File: src/rtl/store_buffer.sv
// store_buffer: in-order store queue between EX/MEM and the data memory.
// Stores are queued and drained one per cycle when the memory port is free.
// Loads are forwarded from the youngest fully-covering store, stalled on a
// partial overlap, and otherwise sent straight to memory.
module store_buffer #(
  parameter int DEPTH  = 4,
  parameter int ADDR_W = 64,
  parameter int DATA_W = 64
) (
  input  logic                   i_clk,
  input  logic                   i_reset_n,
  input  logic                   i_req_read,
  input  logic                   i_req_write,
  input  logic [ADDR_W-1:0]      i_req_addr,
  input  logic [DATA_W-1:0]      i_req_data,
  input  logic [2:0]             i_req_funct3,
  input  logic                   i_drain_en,
  output logic                   o_stall,
  output logic [DATA_W-1:0]      o_load_data,
  output logic                   o_load_hit,
  output logic [ADDR_W-1:0]      o_mem_addr,
  output logic [DATA_W-1:0]      o_mem_wdata,
  output logic                   o_mem_write,
  output logic                   o_mem_read,
  output logic [2:0]             o_mem_funct3,
  input  logic [DATA_W-1:0]      i_mem_rdata,
  output logic                   o_empty,
  output logic [$clog2(DEPTH):0] o_count
);

  localparam int PTR_W = $clog2(DEPTH);
  localparam int CNT_W = PTR_W + 1;

  // Byte size of a buffered store (only word and double are ever enqueued).
  function automatic logic [3:0] f_st_size(input logic [2:0] a_f3);
    return (a_f3 == 3'b011) ? 4'd8 : 4'd4;
  endfunction

  // Byte size of a load from the low funct3 bits (byte/half/word/double).
  function automatic logic [3:0] f_ld_size(input logic [2:0] a_f3);
    logic [3:0] v_size;
    case (a_f3[1:0])
      2'b00:   v_size = 4'd1;
      2'b01:   v_size = 4'd2;
      2'b10:   v_size = 4'd4;
      default: v_size = 4'd8;
    endcase
    return v_size;
  endfunction

  // True when byte ranges [a_ea, a_ea+a_es) and [a_ra, a_ra+a_rs) intersect.
  // One extra bit keeps the range ends from wrapping at the top of memory.
  function automatic logic f_overlap(input logic [ADDR_W-1:0] a_ea, input logic [3:0] a_es,
                                     input logic [ADDR_W-1:0] a_ra, input logic [3:0] a_rs);
    logic [ADDR_W:0] v_e_end;
    logic [ADDR_W:0] v_r_end;
    v_e_end = {1'b0, a_ea} + (ADDR_W+1)'(a_es);
    v_r_end = {1'b0, a_ra} + (ADDR_W+1)'(a_rs);
    return ({1'b0, a_ea} < v_r_end) && ({1'b0, a_ra} < v_e_end);
  endfunction

  // Entry storage; validity is tracked purely by head/count, so no reset.
  logic [ADDR_W-1:0] r_addr [DEPTH];
  logic [DATA_W-1:0] r_data [DEPTH];
  logic [2:0]        r_f3   [DEPTH];
  logic [PTR_W-1:0]  r_head;
  logic [PTR_W-1:0]  r_tail;
  logic [CNT_W-1:0]  r_count;

  logic [PTR_W-1:0]  w_idx;
  logic              w_found;
  logic              w_full_hit;
  logic [DATA_W-1:0] w_match_data;
  logic [DATA_W-1:0] w_hit_data;
  logic [3:0]        w_ld_size;
  logic              w_st_ok;
  logic              w_wr;
  logic              w_full;
  logic              w_empty;
  logic              w_ld_hit;
  logic              w_ld_part;
  logic              w_ld_miss;
  logic              w_drain;
  logic              w_push;

  assign w_ld_size = f_ld_size(i_req_funct3);
  assign w_st_ok   = (i_req_funct3 == 3'b010) || (i_req_funct3 == 3'b011);
  // A simultaneous read wins; the write half of an illegal request is dropped.
  assign w_wr      = i_req_write && !i_req_read && w_st_ok;
  assign w_full    = (r_count == CNT_W'(DEPTH));
  assign w_empty   = (r_count == {CNT_W{1'b0}});

  // Scan entries oldest to youngest so the youngest overlapping entry decides.
  always_comb begin
    w_found      = 1'b0;
    w_full_hit   = 1'b0;
    w_match_data = {DATA_W{1'b0}};
    w_idx        = r_head;
    for (int k = 0; k < DEPTH; k++) begin
      w_idx = r_head + PTR_W'(k);
      if ((CNT_W'(k) < r_count) &&
          f_overlap(r_addr[w_idx], f_st_size(r_f3[w_idx]), i_req_addr, w_ld_size)) begin
        w_found      = 1'b1;
        w_full_hit   = (r_addr[w_idx] == i_req_addr) && (f_st_size(r_f3[w_idx]) >= w_ld_size);
        w_match_data = r_data[w_idx];
      end else begin
        w_found      = w_found;
        w_full_hit   = w_full_hit;
        w_match_data = w_match_data;
      end
    end
  end

  // Trim forwarded data to the load width, zero-extended.
  always_comb begin
    w_hit_data = w_match_data;
    case (i_req_funct3[1:0])
      2'b00:   w_hit_data = w_match_data & DATA_W'(64'h0000_0000_0000_00FF);
      2'b01:   w_hit_data = w_match_data & DATA_W'(64'h0000_0000_0000_FFFF);
      2'b10:   w_hit_data = w_match_data & DATA_W'(64'h0000_0000_FFFF_FFFF);
      default: w_hit_data = w_match_data;
    endcase
  end

  // Reset is folded in so the outputs are quiet while reset_n is held low.
  assign w_ld_hit  = i_reset_n && i_req_read && w_found && w_full_hit;
  assign w_ld_part = i_reset_n && i_req_read && w_found && !w_full_hit;
  assign w_ld_miss = i_reset_n && i_req_read && !w_found;
  assign w_drain   = i_reset_n && !w_empty && i_drain_en && !w_ld_miss;
  assign w_push    = i_reset_n && w_wr && !w_full;

  assign o_stall      = i_reset_n && ((w_wr && w_full) || w_ld_part);
  assign o_load_hit   = w_ld_hit;
  assign o_mem_read   = w_ld_miss;
  assign o_mem_write  = w_drain;
  assign o_mem_addr   = w_ld_miss ? i_req_addr : r_addr[r_head];
  assign o_mem_funct3 = w_ld_miss ? i_req_funct3 : r_f3[r_head];
  assign o_mem_wdata  = r_data[r_head];
  assign o_empty      = w_empty;
  assign o_count      = r_count;

  // Select the load result: forwarded entry, memory data, or zero.
  always_comb begin
    o_load_data = {DATA_W{1'b0}};
    if (w_ld_hit) begin
      o_load_data = w_hit_data;
    end else if (w_ld_miss) begin
      o_load_data = i_mem_rdata;
    end else begin
      o_load_data = {DATA_W{1'b0}};
    end
  end

  // Queue pointers and occupancy; push and pop may happen in the same cycle.
  always_ff @(posedge i_clk or negedge i_reset_n) begin
    if (!i_reset_n) begin
      r_head  <= {PTR_W{1'b0}};
      r_tail  <= {PTR_W{1'b0}};
      r_count <= {CNT_W{1'b0}};
    end else begin
      if (w_push) r_tail <= r_tail + PTR_W'(1);
      if (w_drain) r_head <= r_head + PTR_W'(1);
      case ({w_push, w_drain})
        2'b10:   r_count <= r_count + CNT_W'(1);
        2'b01:   r_count <= r_count - CNT_W'(1);
        default: r_count <= r_count;
      endcase
    end
  end

  // Capture the accepted store into the tail entry.
  always_ff @(posedge i_clk) begin
    if (w_push) begin
      r_addr[r_tail] <= i_req_addr;
      r_data[r_tail] <= i_req_data;
      r_f3[r_tail]   <= i_req_funct3;
    end
  end

endmodule

File: config.mk
export PLATFORM = sky130hd
export DESIGN_NAME = store_buffer
export DESIGN_NICKNAME = d
export VERILOG_FILES = /design/src/rtl/store_buffer.sv
export SDC_FILE = /design/constraint.sdc
export NUM_CORES = 2
export LEC_CHECK = 0
export BUFFER_PORTS_ARGS = -buffer_cell sky130_fd_sc_hd__clkbuf_2
export CORE_UTILIZATION = 47
export DETAILED_ROUTE_END_ITERATION = 10
export PLACE_DENSITY = 0.75
export SLEW_MARGIN = 20
export SYNTH_ARGS = -nofsm -noshare
export SYNTH_HDL_FRONTEND = slang
export SYNTH_SLANG_ARGS = --single-unit
File: constraint.sdc
create_clock -name i_clk -period 19.55 [get_ports i_clk]
set_input_delay 0 -clock i_clk [delete_from_list [all_inputs] [get_ports i_clk]]
set_output_delay 0 -clock i_clk [all_outputs]
set_load 0.03 [all_outputs]
==> reports/metrics.csv <==
metric,value,unit
status,"complete, no violations",
clk_pin_slew,0.06,ns
dp_slack,8.28,ns
crit_slowest_cell,dfrtp_4,
num_vias,46974,
grt_first_pass_wirelength,300000,um
power_frac_seq,0.143,
synth.most_common_cell,ha_1,
vias_per_cell,6.79,
arrival,12.28,ns
track_usage,0.361,
clkPwrFrac,0.127,
setup_ws,7.27,ns
layout_min_cycle_time,12.28,ns
synth-async-reset-ratio,0.0132,
synth_area_leaders,"edfxtp_1 30%, ha_1 13%, mux4_2 9.7%",
peakVddDrop,0.128,mV
synth_top_area_cell,edfxtp_1,
ctsRootBufferMaster,clkbuf_16,
io_pins,403,
intPower,4.36,mW
report.final.slew_viol_count,0,
max_cap_viol_count,0,
final_nets,6117,
fmaxAchievable,81.4,MHz
cpMostUsedCell,buf_4,
ys_dominant_reg_cell,edfxtp_1,
finalHoldViolations,0,
cts_tree,built,
skew,0.0658,ns
cts.htree.levels,2,
netlist_area,52400,um2
numCtsBuffers,61,
syn_nets,5740,
ys_seq_elements,531,
antenna_found_initial,12,
synth_top_area_share,0.300,
design.core.area,111000,um2
worst_setup_path_start_kind,register,
rows,122,
postCtsSetupBuffers,0,
p_per_area,159,nW/um2
dp_cells,6663,
setup_violations,0,
fin_cells,6919,
worstPathMaxFanout,127,
synth_edf_count,524,
worst_pin_slew,1.23,ns
static-leakage-power,22.4,nW
grt_overflow,0,
critical_path_required,19.55,ns
synthCells,4998,
p_switching,5.01,mW
area_growth,12.3,%
die_y,336,um
grt_setup_unrepaired,false,
num-fill-cells,9725,
slowest_delay,1.01,ns
routed_wirelength,209000,um
die_area,113000,um2
chipWidth,336,um
power_switching_share,0.535,
ys_warn_count,0,
p_comb_frac,0.730,
drtIter0Drc,5632,
hold_path_class,primary input to register,
grt_max_degree,155,
ant_nets,0,
seq_area_frac_synth,0.304,
cts.path.max_buffers,3,
synth_commonest_cells,"537 x ha_1, 524 x edfxtp_1, 355 x nand2_1, 336 x xnor2_1, 294 x a21oi_1",
drc,0,
endpoint_kind,primary output,
drive_gt1_frac,0.188,
grt_pass1_vias,44148,
fin_crit_sh,0.628,
cts_sinks,531,
dp_hpwl,157000,um
gp_congestion,1.11,
crit_type,register to primary output,
syn_avg_cell_area,10.5,um2
avgRoutedWirePerCell,30.3,um
max_slew_margin,0.178,
ys_types,89,
firstDrtPassIters,6,
clk_latency,0.73,ns
start_util,0.474,
setup_tns,0,ns
portBuffers,402,
==> power by group through the flow <==
| stage | clock [mW] | sequential, mW | combinational (mW) |
|---|---|---|---|
| global placement | 0 | 1.36 | 6.51 |
| detailed placement | 0 | 1.36 | 6.59 |
| finish | 1.19 | 1.34 | 6.84 |
| CTS | 1.20 | 1.34 | 6.66 |
| floorplan | 0 | 1.32 | 4.75 |
| global route | 1.24 | 1.35 | 7.24 |
==> metal layers <==
metal | wire [um] | vias to the layer above | GRT usage
met5 | 107 | - | 0
met4 | 12700 | 16 | 0.191
met3 | 24500 | 606 | 0.0957
met2 | 92000 | 3012 | 0.555
met1 | 80200 | 23082 | 0.466
li1 | - | 20258 | -
==> logic make-up after synthesis <==
kind of cell | count (synthesis) | synth area share
fa+ha+maj | 542 | 0.130
mux | 628 | 0.178
compound gates | 1068 | 0.140
flops | 531 | 0.304
buf+inv | 468 | 0.0420
xor+xnor | 513 | 0.0859
simple gates | 1248 | 0.120
==> worst max-delay path, delay by kind of cell (launching register included) <==
family,cells,cell delay [ns]
AND/OR/NAND/NOR,15,4.64
buffers and inverters,6,3.38
flip-flops,1,1.01
multiplexers,2,0.91
AO/OA/AOI/OAI,3,0.75
adder cells (fa/ha/maj),1,0.30
XOR/XNOR,1,0.16
==> cells in the final DEF, fill, tap and decap left out, drive strengths merged, types with 37 or more instances in the layout <==
cell,count
a211oi,39
a21o,110
a21oi,296
a221o,37
a221oi,100
and3,47
buf,75
clkbuf,469
dlygate4sd3,137
edfxtp,524
ha,537
inv,170
mux2,160
mux2i,243
mux4,225
nand2,355
nand3,127
nand4,191
nor2,252
nor3,60
nor4,60
o21ai,201
xnor2,337
xor2,176
==> state kept, by name (all words and copies together) (netlist names) <==
signal,cells
o_count,3
r_f3,12
r_tail,2
r_data,256
r_addr,256
r_head,2
==> repair_timing <==
item,in CTS,in global routing
hold buffers,137,0
hold endpoints to repair,520,0
resized for setup,0,0
==> final cells by class <==
type	count	area (um2)	share of cell area
diodes	6	15.0	0.000255
clock buffers	67	1550	0.0263
clock inverters	46	508	0.00864
inverters	168	633	0.0108
multi-input cells	3999	34300	0.584
flip-flops and latches	531	15900	0.271
well taps	1488	1860	0.0317
repair buffers	614	4000	0.0679
==> through the flow <==
stage          hold slack, ns  total power, mW  utilization  cell area [um2]
6_report               0.0256             9.37        0.532            58800
5_1_grt                0.0284             9.82        0.532            58800
4_1_cts              0.000388             9.20        0.532            58800
3_5_place_dp          -0.0905             7.96        0.501            55400
3_3_place_gp          -0.0856             7.87        0.501            55400
2_1_floorplan          -0.296             6.07            -            52400
==> final timing paths <==
path                                       start                       to  slack [ns]  cells past startpoint
max                        r_head[1]$_DFFE_PN0P_           o_mem_addr[51]        7.27                     28
min                               i_req_data[36]  r_data[2][36]$_DFFE_PP_        0.03                      2
max reg2reg                r_head[1]$_DFFE_PN0P_   o_count[2]$_DFFE_PN0P_        8.40                     30
min reg2reg                r_tail[1]$_DFFE_PN0P_    r_tail[1]$_DFFE_PN0P_        0.68                      2
max in group asynchronous              i_reset_n    r_head[1]$_DFFE_PN0P_       18.80                      3
min in group asynchronous              i_reset_n    r_head[0]$_DFFE_PN0P_        0.46                      3
Note: power is estimated with default switching activity, not from simulation.
